==> src/rtl/ps2_pkg.sv <==
// Shared types and constants for the PS/2 receive path.
package ps2_pkg;

  typedef enum logic [1:0] {
    IDLE,
    DATA,
    PARITY,
    STOP
  } ps2_state_e;

  localparam int FRAME_BITS          = 11;
  localparam int DATA_BITS           = 8;
  localparam int TIMEOUT_CYC_DEFAULT = 50000;

  // True when the data byte plus parity bit carry an odd number of ones.
  function automatic logic odd_parity_ok(input logic [DATA_BITS-1:0] data, input logic par);
    return ^{data, par};
  endfunction

endpackage

==> src/rtl/ps2_rx_sync_fifo.sv <==
// Generic synchronous FIFO (module sync_fifo) with count; push while full is
// accepted only when a pop frees a slot in the same cycle.
module sync_fifo #(
  parameter int WIDTH = 8,
  parameter int DEPTH = 8
) (
  input  logic                     clk,
  input  logic                     rst_n,
  input  logic                     push,
  input  logic [WIDTH-1:0]         wr_data,
  input  logic                     pop,
  output logic [WIDTH-1:0]         rd_data,
  output logic                     full,
  output logic                     empty,
  output logic [$clog2(DEPTH):0]   count
);

  localparam int AW = $clog2(DEPTH);

  logic [AW-1:0]    wptr_q, wptr_d;
  logic [AW-1:0]    rptr_q, rptr_d;
  logic [AW:0]      count_q, count_d;
  logic [WIDTH-1:0] mem_q [DEPTH];
  logic [WIDTH-1:0] mem_d [DEPTH];
  logic             push_en;
  logic             pop_en;

  assign empty   = (count_q == '0);
  assign full    = (count_q == (AW+1)'(DEPTH));
  assign count   = count_q;
  assign rd_data = mem_q[rptr_q];

  assign pop_en  = pop & ~empty;
  assign push_en = push & (~full | pop_en);

  always_comb begin
    mem_d   = mem_q;
    wptr_d  = wptr_q;
    rptr_d  = rptr_q;
    count_d = count_q;
    if (push_en) begin
      mem_d[wptr_q] = wr_data;
      wptr_d        = wptr_q + 1'b1;
    end
    if (pop_en) begin
      rptr_d = rptr_q + 1'b1;
    end
    case ({push_en, pop_en})
      2'b10:   count_d = count_q + 1'b1;
      2'b01:   count_d = count_q - 1'b1;
      default: count_d = count_q;
    endcase
  end

  always_ff @(posedge clk or negedge rst_n) begin
    if (!rst_n) begin
      wptr_q  <= '0;
      rptr_q  <= '0;
      count_q <= '0;
      for (int i = 0; i < DEPTH; i++) begin
        mem_q[i] <= '0;
      end
    end else begin
      wptr_q  <= wptr_d;
      rptr_q  <= rptr_d;
      count_q <= count_d;
      mem_q   <= mem_d;
    end
  end

endmodule

==> src/rtl/ps2_rx.sv <==
// PS/2 frame receiver: oversampled pins, start/parity/stop validation, scan-code FIFO.
// Define PS2_RX_TIMEOUT_EN to abort stalled partial frames after TIMEOUT_CYC cycles.
module ps2_rx
  import ps2_pkg::*;
#(
  parameter int FIFO_DEPTH  = 8,
  parameter int SYNC_STAGES = 3,
  parameter int TIMEOUT_CYC = TIMEOUT_CYC_DEFAULT
) (
  input  logic                 clk,
  input  logic                 rst_n,
  input  logic                 ps2_clk,
  input  logic                 ps2_data,
  input  logic                 rd_ready,
  input  logic                 clr_flags,
  output logic                 rd_valid,
  output logic [DATA_BITS-1:0] rd_data,
  output logic                 frame_err,
  output logic                 overflow
);

  localparam int CNT_W = $clog2(DATA_BITS);

  logic [SYNC_STAGES-1:0] clk_sync_q, clk_sync_d;
  logic [SYNC_STAGES-1:0] data_sync_q, data_sync_d;
  logic                   clk_prev_q;
  logic                   clk_s;
  logic                   data_s;
  logic                   fall;

  ps2_state_e             state_q, state_d;
  logic [CNT_W-1:0]       cnt_q, cnt_d;
  logic [DATA_BITS-1:0]   shreg_q, shreg_d;
  logic                   par_q, par_d;
  logic                   frame_err_q, frame_err_d;
  logic                   overflow_q, overflow_d;

  logic                   timeout;
  logic                   stop_fall;
  logic                   good_frame;
  logic                   bad_frame;
  logic                   push_req;
  logic                   pop;
  logic                   ovf_set;
  logic                   fifo_full;
  logic                   fifo_empty;
  logic [$clog2(FIFO_DEPTH):0] unused_fifo_count;

  assign clk_sync_d  = {clk_sync_q[SYNC_STAGES-2:0], ps2_clk};
  assign data_sync_d = {data_sync_q[SYNC_STAGES-2:0], ps2_data};
  assign clk_s       = clk_sync_q[SYNC_STAGES-1];
  assign data_s      = data_sync_q[SYNC_STAGES-1];
  assign fall        = clk_prev_q & ~clk_s;

  // Synchronizers idle high so reset never manufactures a falling edge.
  always_ff @(posedge clk or negedge rst_n) begin
    if (!rst_n) begin
      clk_sync_q  <= '1;
      data_sync_q <= '1;
      clk_prev_q  <= 1'b1;
    end else begin
      clk_sync_q  <= clk_sync_d;
      data_sync_q <= data_sync_d;
      clk_prev_q  <= clk_s;
    end
  end

  always_ff @(posedge clk or negedge rst_n) begin
    if (!rst_n) begin
      state_q     <= IDLE;
      cnt_q       <= '0;
      shreg_q     <= '0;
      par_q       <= 1'b0;
      frame_err_q <= 1'b0;
      overflow_q  <= 1'b0;
    end else begin
      state_q     <= state_d;
      cnt_q       <= cnt_d;
      shreg_q     <= shreg_d;
      par_q       <= par_d;
      frame_err_q <= frame_err_d;
      overflow_q  <= overflow_d;
    end
  end

  always_comb begin
    state_d = state_q;
    cnt_d   = cnt_q;
    shreg_d = shreg_q;
    par_d   = par_q;
    if (timeout) begin
      state_d = IDLE;
    end else if (fall) begin
      case (state_q)
        IDLE: begin
          if (!data_s) begin
            state_d = DATA;
            cnt_d   = '0;
          end
        end
        DATA: begin
          shreg_d[cnt_q] = data_s;
          cnt_d          = cnt_q + 1'b1;
          if (cnt_q == CNT_W'(DATA_BITS-1)) begin
            state_d = PARITY;
          end
        end
        PARITY: begin
          par_d   = data_s;
          state_d = STOP;
        end
        STOP: begin
          state_d = IDLE;
        end
        default: state_d = IDLE;
      endcase
    end
  end

  // A full FIFO still takes a good frame if the consumer pops in the same cycle.
  always_comb begin
    stop_fall   = fall & (state_q == STOP) & ~timeout;
    good_frame  = stop_fall & data_s & odd_parity_ok(shreg_q, par_q);
    bad_frame   = stop_fall & ~good_frame;
    pop         = rd_valid & rd_ready;
    push_req    = good_frame;
    ovf_set     = good_frame & fifo_full & ~pop;
    overflow_d  = ovf_set | (overflow_q & ~clr_flags);
    frame_err_d = bad_frame | timeout;
  end

`ifdef PS2_RX_TIMEOUT_EN
  localparam int TO_W = (TIMEOUT_CYC > 1) ? $clog2(TIMEOUT_CYC) : 1;

  logic [TO_W-1:0] to_cnt_q, to_cnt_d;

  always_comb begin
    to_cnt_d = to_cnt_q;
    timeout  = 1'b0;
    if ((state_q == IDLE) || fall) begin
      to_cnt_d = '0;
    end else if (to_cnt_q == TO_W'(TIMEOUT_CYC-1)) begin
      to_cnt_d = '0;
      timeout  = 1'b1;
    end else begin
      to_cnt_d = to_cnt_q + 1'b1;
    end
  end

  always_ff @(posedge clk or negedge rst_n) begin
    if (!rst_n) begin
      to_cnt_q <= '0;
    end else begin
      to_cnt_q <= to_cnt_d;
    end
  end
`else
  logic unused_timeout_cyc;
  assign unused_timeout_cyc = (TIMEOUT_CYC > 0);
  assign timeout            = 1'b0;
`endif

  sync_fifo #(
    .WIDTH (DATA_BITS),
    .DEPTH (FIFO_DEPTH)
  ) u_fifo (
    .clk     (clk),
    .rst_n   (rst_n),
    .push    (push_req),
    .wr_data (shreg_q),
    .pop     (pop),
    .rd_data (rd_data),
    .full    (fifo_full),
    .empty   (fifo_empty),
    .count   (unused_fifo_count)
  );

  assign rd_valid  = ~fifo_empty;
  assign frame_err = frame_err_q;
  assign overflow  = overflow_q;

endmodule

==> config.mk <==
export PLATFORM = sky130hd
export DESIGN_NAME = ps2_rx
export DESIGN_NICKNAME = d
export VERILOG_FILES = /design/src/rtl/ps2_pkg.sv /design/src/rtl/ps2_rx_sync_fifo.sv /design/src/rtl/ps2_rx.sv
export SDC_FILE = /design/constraint.sdc
export NUM_CORES = 1
export LEC_CHECK = 0
export CAP_MARGIN = 20
export CORE_MARGIN = 5
export CORE_UTILIZATION = 48
export CTS_BUF_LIST = sky130_fd_sc_hd__clkbuf_16
export CTS_CLUSTER_SIZE = 20
export DETAILED_ROUTE_END_ITERATION = 12
export MAX_ROUTING_LAYER = met4
export SLEW_MARGIN = 20
export SYNTH_ARGS = -nofsm -noshare
export SYNTH_HDL_FRONTEND = slang
export SYNTH_SLANG_ARGS = --single-unit
==> constraint.sdc <==
create_clock -name clk -period 5.4 [get_ports clk]
set_input_delay 0.54 -clock clk [delete_from_list [all_inputs] [get_ports clk]]
set_output_delay 0.54 -clock clk [all_outputs]
set_load 0.01 [all_outputs]
==> Yosys cells after proc, flatten, opt, wreduce, memory -nomap -nowiden <==
Cells that the tools add are included.
{ "totals": {"wordCells": 86, "ff_bits": 97, "input_bits": 6} }
{ "classes": {"addsub": 5, "eq_ne": 9, "order_cmp": 5, "muxes": 15, "n_bitwise": 21, "reduce_logical": 11} }
{ "ops": {"columns": ["cell", "count"], "rows": [
  ["$bwmux W64", 1],
  ["$bmux W8 S3", 1],
  ["$demux W8 S3", 1],
  ["$mux W8", 3],
  ["$and A1 B1 Y1", 11],
  ["$add A3 B1 Y3 const B", 3],
  ["$reduce_xor A9 Y1", 1],
  ["$bwmux W8", 1],
  ["$ge A4 B4 Y1 const B", 2],
  ["$not A3 Y4", 2],
  ["$pmux W2 S4", 1],
  ["$pmux W4 S2", 1],
  ["$eq A2 B2 Y1 const B", 3],
  ["$not A1 Y1", 6],
  ["$pmux W3 S2", 1],
  ["$reduce_and A3 Y1", 2],
  ["$add A4 B1 Y4 const B", 1],
  ["$eq A2 B1 Y1 const B", 2],
  ["$eq A4 B4 Y1 const B", 1],
  ["$logic_not A4 Y1", 1],
  ["$lt A3 B4 Y1 const B", 1],
  ["$lt A4 B1 Y1 const B", 1],
  ["$mux W2", 2],
  ["$ne A2 B2 Y1 const B", 2],
  ["other kinds (11)", 15]
]} }

==> Logic depth before layout (Yosys ltp) <==
Gate-level depths: netlist of run 1.
{ "depth": {"ltp_word": 8, "mapped_depth": 12} }

==> By module <==
Synthesis of run 1 repeated with hierarchy kept, for this count alone.
{ "hier_totals": {"cells_unflattened": 317, "hier_area_um2": 4712.0} }
{ "by_module_without_submodules": {"columns": ["mod", "cells_per_inst", "area_each_um2", "n_inst"], "rows": [
  ["sync_fifo", 230, 3632.2, 1],
  ["ps2_rx", 87, 1079.8, 1]
]} }

==> Worst setup path before layout of run 1 <==
Ideal clock, no wire load.
{ "synth_timing": {"path_type": "reg-to-reg", "from": "register shreg_q[1]", "to": "register u_fifo.count_q[2] (netlist: u_fifo.count[2])", "period_less_slack_ps": 2822, "arrival_time_ps": 2694, "path_buffers": 2, "setup_slack_ps": 2578, "path_stages_with_launch": 13, "setup_ps": 127, "cell_sequence": "dfrtp_1 > buf_4 > xor2_1 > xnor3_1 > buf_6 > mux2i_1 > ha_1 > xor2_1 > ha_1 > a21oi_1 > xor2_1 > nor2_1 > xor2_1"} }
{ "synth_via": {"elab_chain_cells": 5, "elab_cells_between_ends": 7} }
{ "synth_rtl": {"columns": ["item", "line_no", "source"], "rows": [
  ["start, declared", "ps2_rx.sv:33", "logic [DATA_BITS-1:0] shreg_q, shreg_d;"],
  ["start signal, assigned", "ps2_rx.sv:79", "shreg_q <= shreg_d;"],
  ["$reduce_xor A9 Y1 (*)", "ps2_pkg.sv:17", "return ^{data, par};"],
  ["$and A1 B1 Y1 (*)", "ps2_rx.sv:123", "good_frame = stop_fall & data_s & odd_parity_ok(shreg_q, par_q);"],
  ["$and A1 B1 Y1 (*)", "ps2_rx_sync_fifo.sv:34", "assign push_en = push & (~full | pop_en);"],
  ["$eq A2 B1 Y1 or $eq A2 B2 Y1 (tied branches)", "ps2_rx_sync_fifo.sv:48", "case ({push_en, pop_en})"],
  ["$pmux W4 S2 or $reduce_bool A2 Y1 (tied branches)", null, null],
  ["end signal, assigned", "ps2_rx_sync_fifo.sv:66", "count_q <= count_d;"],
  ["end, declared", "ps2_rx_sync_fifo.sv:22", "logic [AW:0] count_q, count_d;"]
]} }
Every way passes the cells marked *; elsewhere a longest branch is shown, timed or not.
A chain may end at the register's enable or synchronous reset.

==> Final worst setup path of run 1 <==
{ "layout_timing": {"from": "register u_fifo.count_q[1] (netlist: u_fifo.count[1])", "to": "register u_fifo.count_q[2] (netlist: u_fifo.count[2])"} }
{ "layout_via": {"elab_chain_cells": 8, "elab_cells_between_ends": 14} }
{ "layout_rtl": {"columns": ["item", "line_no", "source"], "rows": [
  ["$logic_not A4 Y1", "ps2_rx_sync_fifo.sv:28", "assign empty = (count_q == '0);"],
  ["$not A1 Y1", "ps2_rx_sync_fifo.sv:33, ps2_rx.sv:178", null],
  ["$and A1 B1 Y1", "ps2_rx.sv:125", "pop = rd_valid & rd_ready;"],
  ["$and A1 B1 Y1", "ps2_rx_sync_fifo.sv:33", "assign pop_en = pop & ~empty;"],
  ["$or A1 B1 Y1", "ps2_rx_sync_fifo.sv:34", null],
  ["$and A1 B1 Y1", "ps2_rx_sync_fifo.sv:34", null],
  ["$eq A2 B1 Y1 or $eq A2 B2 Y1 (tied branches)", "ps2_rx_sync_fifo.sv:48", null],
  ["$pmux W4 S2 or $reduce_bool A2 Y1 (tied branches)", null, null]
]} }
Parallel ways exist; a longest one is shown, timed or not.

==> impl_metrics.py, run 1 <==
metrics = {
    "floorplanning": {
        "ios": 17,
        "coreArea_sq_um": 10200,
        "die_y_um": 112,
        "start_util_pct": 48.6,
        "rows": 37,
        "die-area_sq_um": 12500,
        "fp.dieW_um": 112,
    },
    "sta": {
        "rsz0062_at_grt": "false",
        "worstMarginPinSlew_ns": 1.06,
        "fin_tns_setup_ns": 0,
        "report.final.slew_viol_count": 0,
        "slew_headroom_pct": 29.3,
        "hold_viol_final": 0,
        "skew_ns": 0.0106,
        "setup_viol": 0,
        "fmax_mhz": 312,
        "finalCritPeriodShare_pct": 59.4,
        "layout_min_cycle_time_ns": 3.21,
    },
    "worst_setup_path": {
        "cp.arrival_ns": 3.43,
        "cp_num_buf_inv": 0,
        "crit_fanout": 22,
        "endpoint_kind": "flop",
        "crit_chain": "nor3_4 -> a211oi_1 -> mux2i_1 -> ha_1 -> xor2_1 -> ha_1 -> a21oi_1 -> xor2_1 -> nor2_1 -> xor2_1",
        "rr_worst_depth": 10,
        "regToRegStartpoint": "u_fifo.count[1]$_DFFE_PN0P_",
        "r2r_setup_slack_ns": 2.19,
        "crit_path_top_delay_cell": "nor3_4",
        "critPathRequiredTime_ns": 5.62,
        "r2r_end": "u_fifo.count[2]$_DFFE_PN0P_",
        "critPathTopFamily": "simple AND/OR/NAND/NOR gates",
        "max_stage_delay_ns": 0.90,
        "start_kind": "flop",
        "crit_top_cell": "xor2_1",
        "worst-setup-path-type": "reg -> reg",
    },
    "synth": {
        "seq_area_frac_synth_pct": 48.9,
        "synth_area_sq_um": 4980,
        "synth_nets": 351,
        "yosysTopAreaCellShare_pct": 45.2,
        "ys_ff_latch": 97,
        "synth_cells": 334,
        "synth.distinct_cells": 46,
        "synth_top_area_cell": "dfrtp_1",
        "synth.avg_cell_area_sq_um": 14.9,
        "yosysWarnings": 0,
        "synth.area.top_cells": "dfrtp_1, mux2_2, mux4_2",
    },
    "clock_tree": {
        "root_buffer": "clkbuf_16",
        "clkTransAtPathRegs_ns": 0.07,
        "cts_buffer_depth": 2,
        "htree_levels": 3,
        "hold_buffers": 0,
        "cts_resized": 0,
        "cts_made_buffers": 9,
        "postCtsSetupBuffers": 0,
        "insertion_delay_ns": 0.34,
        "cts_tree": "built",
        "cts.sinks": 97,
    },
    "outcome": {
        "status": "completed",
    },
    "drt": {
        "drt_iter0_drc": 118,
        "ant_nets": 0,
        "vias": 2756,
        "firstDrtPassIters": 4,
        "wl_per_cell_um": 18.8,
        "drcViolationCount": 0,
        "vias_per_cell": 5.71,
        "totalWireLength_mm": 9.10,
    },
    "finish": {
        "drive_above_1_share_pct": 43.5,
        "antenna_cells": 0,
        "syn_to_final_growth_pct": 10.8,
        "fin_cells": 483,
        "fin_util_pct": 53.9,
        "fin_nets": 359,
    },
    "global_routing": {
        "antenna_found_initial": 0,
        "grt_util_all_layers_pct": 16.0,
        "grt_pass1_wl_mm": 15.2,
        "grt_max_degree": 78,
        "overflow": 0,
        "grt_pass1_vias": 2776,
    },
    "power": {
        "vdd_ir_drop_max_mv": 0.301,
        "p_total_mw": 2.30,
        "power.leakage_nw": 2.44,
        "p_per_area_nw_per_um2": 417,
    },
    "place": {
        "gp_congestion": 0.699,
        "io_buffers": 16,
        "hpwl_mm": 5.98,
        "dp.cells": 467,
    },
    "job": {
        "cap_violations": 0,
    },
    "min_path": {
        "hold_path_class": "in -> async",
    },
}
-- area by class of cell --
cell class	count	area, sq um
clock buffer	9	225
clock inverter	7	58.8
multi-input combinational	208	2410
fill	858	4720
sequential	97	2440
timing repair buffer	20	188
tap	136	170
inverter	6	22.5
-- report_power, final --
part / total (mW) / leakage (nW) / switching (mW) / internal, mW
registers: 0.986 / 1.29 / 0.170 / 0.815
clock network: 0.609 / 0.140 / 0.288 / 0.321
logic: 0.708 / 1.00 / 0.375 / 0.333
total: 2.30 / 2.44 / 0.834 / 1.47
-- cells in the final DEF (no fill, tap or decap), types with 5 or more instances in the layout --
master / count
a2111oi_0: 5
a2111oi_2: 12
buf_4: 5
clkbuf_16: 9
clkdlybuf4s50_1: 15
dfrtp_1: 90
dfstp_2: 7
ha_1: 11
inv_1: 6
mux2_2: 83
mux2i_4: 6
mux4_2: 16
nand2_1: 9
nand3b_1: 5
xnor2_1: 7
xor2_1: 6
-- worst register-to-register path: cells and delay by family, from the launching register on --
kind	cells	cell delay [ns]
AND/OR/NAND/NOR	2	0.96
adder cells (fa/ha/maj)	2	0.55
flip-flops	1	0.48
multiplexers	1	0.41
XOR/XNOR	3	0.38
AO/OA/AOI/OAI	2	0.30
-- through the flow --
stage | worst slack (ns) | hold WS (ns) | instance area, sq um
after floorplan | 2.58 | 0.244 | 4980
after global placement | 2.26 | 0.346 | 5230
after detailed placement | 2.17 | 0.347 | 5230
after CTS | 2.18 | 0.0691 | 5510
after global routing | 1.94 | 0.0788 | 5510
final | 2.19 | 0.0678 | 5510
-- registers in the layout, summed over array words and instances, names as in the netlist --
name and cells:
frame_err 1, clk_prev_q 1, u_fifo.count 4, u_fifo.rptr_q 3
cnt_q 3, state_q 2, shreg_q 8, par_q 1
data_sync_q 3, overflow 1, clk_sync_q 3, u_fifo.mem_q 64
u_fifo.wptr_q 3
-- cell usage after synthesis, drive strengths merged --
master / instances
or3b: 1
a32o: 2
nor2: 4
a2111oi: 18
ha: 11
dfstp: 7
xnor2: 7
o32ai: 1
mux4: 16
buf: 12
xor2: 6
o211a: 1
mux2: 84
dfrtp: 90
nand4bb: 1
o41a: 1
nor2b: 2
xor3: 1
xnor3: 2
a21oi: 2
inv: 6
o211ai: 1
nor3: 2
nand3b: 5
a41oi: 1
o31ai: 1
nand2b: 2
nand4b: 2
a211oi: 2
nand3: 3
mux2i: 10
o21ai: 4
clkbuf: 11
a211o: 1
nor3b: 4
nand2: 9
and2: 1
-- worst max-delay path by stage --
stage	depth (start not counted)	from	slack (ns)	end
6_report	10	u_fifo.count[1]$_DFFE_PN0P_	2.19	u_fifo.count[2]$_DFFE_PN0P_
5_1_grt	10	u_fifo.count[1]$_DFFE_PN0P_	1.94	u_fifo.count[2]$_DFFE_PN0P_
4_1_cts	10	u_fifo.count[1]$_DFFE_PN0P_	2.18	u_fifo.count[2]$_DFFE_PN0P_
3_5_place_dp	10	u_fifo.count[1]$_DFFE_PN0P_	2.17	u_fifo.count[2]$_DFFE_PN0P_
3_3_place_gp	12	rd_ready	2.26	u_fifo.count[2]$_DFFE_PN0P_
2_1_floorplan	12	shreg_q[1]$_DFFE_PN0P_	2.58	u_fifo.count[2]$_DFFE_PN0P_
-- cells by family (layout without fill, tap and decap cells) --
family	Yosys count	count (layout)	synth area share, %
AO/OA/AOI/OAI	35	35	7.62
XOR/XNOR	16	16	3.70
AND/OR/NAND/NOR	36	36	4.32
buffers and inverters	29	42	2.74
flip-flops	97	97	48.9
multiplexers	110	110	29.9
adder cells (fa/ha/maj)	11	11	2.77
-- routing by layer --
layer	wire length, um	vias to the layer above	track usage [%]
li1	-	1283	-
met1	4440	1422	22.2
met2	4320	37	23.9
met3	204	14	2.50
met4	130	0	5.43
met5	0	-	-
Note: power is estimated with default switching activity, not from simulation.
==> run 2, diff against run 1 <==
clock period = 3 ns   (was 5.4 ns; I/O delays follow)
==> run 2 against run 1 <==
Effect of this change:
- the flow now finishes with violations (hold timing)
- sequential cell count stayed put
- cell area grew 1.4%
- sequential share of layout area decreased by 0.59 points
- routed wire length is 5.4% higher
- first-iteration DRC count is 10% lower
- setup slack got worse by 1.8 ns
- combinational power is 100% higher
- global-route usage rose by 1.1 points
- die area unchanged
- utilization rose by 0.73 points
- non-clock buffer count grew 9
- sequential power up 75%
- critical path type is now reg -> out
- largest power group unchanged
==> impl_metrics.py, run 2 (same netlist as run 1, synthesis figures left out) <==
metrics = {
    "floorplanning": {
        "coreArea_sq_um": 10200,
        "start_util_pct": 48.6,
        "rows": 37,
        "fp.dieW_um": 112,
        "die_y_um": 112,
        "die-area_sq_um": 12500,
        "ios": 17,
    },
    "worst_setup_path": {
        "crit_fanout": 18,
        "critPathRequiredTime_ns": 2.70,
        "cp.arrival_ns": 2.35,
        "start_kind": "flop",
        "regToRegStartpoint": "shreg_q[1]$_DFFE_PN0P_",
        "max_stage_delay_ns": 0.57,
        "crit_path_top_delay_cell": "mux4_2",
        "r2r_setup_slack_ns": 0.36,
        "rr_worst_depth": 10,
        "crit_path_start": "u_fifo.rptr_q[0]$_DFFE_PN0P_",
        "crit_chain": "buf_4 -> mux4_2 -> mux2_2 -> clkdlybuf4s50_1",
        "worst-setup-path-type": "reg -> out",
        "r2r_end": "u_fifo.count[2]$_DFFE_PN0P_",
        "crit_end": "rd_data[3]",
        "endpoint_kind": "output port",
    },
    "finish": {
        "largest-register": "u_fifo.mem_q",
        "fin_util_pct": 54.6,
        "drive_above_1_share_pct": 44.9,
        "syn_to_final_growth_pct": 12.3,
        "largest_reg_flops": 64,
        "fin_nets": 368,
        "antenna_cells": 0,
        "stdcell_area_sq_um": 5590,
        "fin_cells": 492,
        "layout_common_cells": "dfrtp_1, mux2_2, mux4_2",
        "final_common_cell": "dfrtp_1",
    },
    "clock_tree": {
        "insertion_delay_ns": 0.34,
        "root_buffer": "clkbuf_16",
        "cts_made_buffers": 9,
        "cts.sinks": 97,
        "cts_resized": 0,
        "clkTransAtPathRegs_ns": 0.07,
        "htree_levels": 3,
        "hold_buffers": 0,
        "cts_buffer_depth": 2,
        "cts_tree": "built",
        "postCtsSetupBuffers": 0,
    },
    "place": {
        "placed_area_sq_um": 5310,
        "dpl_worst_slack_ns": 0.355,
        "gp_congestion": 0.759,
        "hpwl_mm": 6.10,
        "dp.cells": 476,
        "io_buffers": 16,
    },
    "global_routing": {
        "antenna_found_initial": 0,
        "grt_pass1_wl_mm": 16.2,
        "grt_max_degree": 52,
        "grt_util_all_layers_pct": 17.1,
        "overflow": 0,
        "grt_pass1_vias": 2954,
    },
    "drt": {
        "wl_met1_mm": 4.81,
        "vias_per_cell": 5.61,
        "routed.top_layer": "met4",
        "route.met2.wl_mm": 4.47,
        "vias": 2759,
        "ant_nets": 0,
        "drt_iter0_drc": 106,
        "met3_length_um": 161,
        "drcViolationCount": 0,
        "firstDrtPassIters": 4,
        "wl_per_cell_um": 19.5,
        "totalWireLength_mm": 9.59,
    },
    "sta": {
        "fin_tns_setup_ns": 0,
        "fmax_mhz": 377,
        "finalCritPeriodShare_pct": 88.3,
        "worstMarginPinSlew_ns": 0.648,
        "rsz0062_at_grt": "false",
        "slew_headroom_pct": 55.9,
        "report.final.slew_viol_count": 0,
        "fin_ws_ns": 0.350,
        "setup_viol": 0,
        "layout_min_cycle_time_ns": 2.65,
        "skew_ns": 0.00881,
        "hold_viol_final": 6,
        "whs_ns": -0.0101,
    },
    "outcome": {
        "violations": "hold timing",
        "status": "finished with violations",
    },
    "power": {
        "power.leakage_nw": 2.48,
        "p_per_area_nw_per_um2": 761,
        "p_total_mw": 4.25,
        "vdd_ir_drop_max_mv": 0.406,
    },
    "min_path": {
        "hold_path_class": "in -> async",
    },
    "job": {
        "cap_violations": 0,
    },
}
run 2: area by class of cell:
class / count / area [sq um]
clock buffer: 9 / 225
clock inverter: 7 / 53.8
fill: 855 / 4640
inverter: 6 / 22.5
multi-input combinational: 208 / 2410
sequential: 97 / 2440
tap: 136 / 170
timing repair buffer: 29 / 268
run 2: worst min path at each step:
stage / end / slack (ns) / depth (start not counted)
2_1_floorplan: cnt_q[0]$_DFFE_PN0P_ / 0.004 / 0
3_3_place_gp: data_sync_q[1]$_DFF_PN1_ / 0.35 / 0
3_5_place_dp: clk_sync_q[1]$_DFF_PN1_ / 0.35 / 0
4_1_cts: u_fifo.mem_q[23]$_DFFE_PN0P_ / 0.02 / 1
5_1_grt: u_fifo.rptr_q[0]$_DFFE_PN0P_ / 0.06 / 1
6_report: u_fifo.rptr_q[0]$_DFFE_PN0P_ / -0.01 / 1
run 2: layer usage:
layer	global-route usage (%)	vias to the layer above
li1	-	1302
met1	24.1	1423
met2	25.7	22
met3	2.28	12
met4	5.60	0
met5	-	-
run 2: power breakdown:
| group | internal (mW) | total [mW] | switching [mW] |
|---|---|---|---|
| logic | 0.676 | 1.43 | 0.755 |
| registers | 1.47 | 1.73 | 0.260 |
| clock network | 0.572 | 1.09 | 0.523 |
run 2: worst max-delay path: cells and delay by family, from the launching register on:
| family | cells | cell delay (ns) |
|---|---|---|
| mux | 2 | 0.86 |
| buf+inv | 2 | 0.81 |
| flops | 1 | 0.32 |
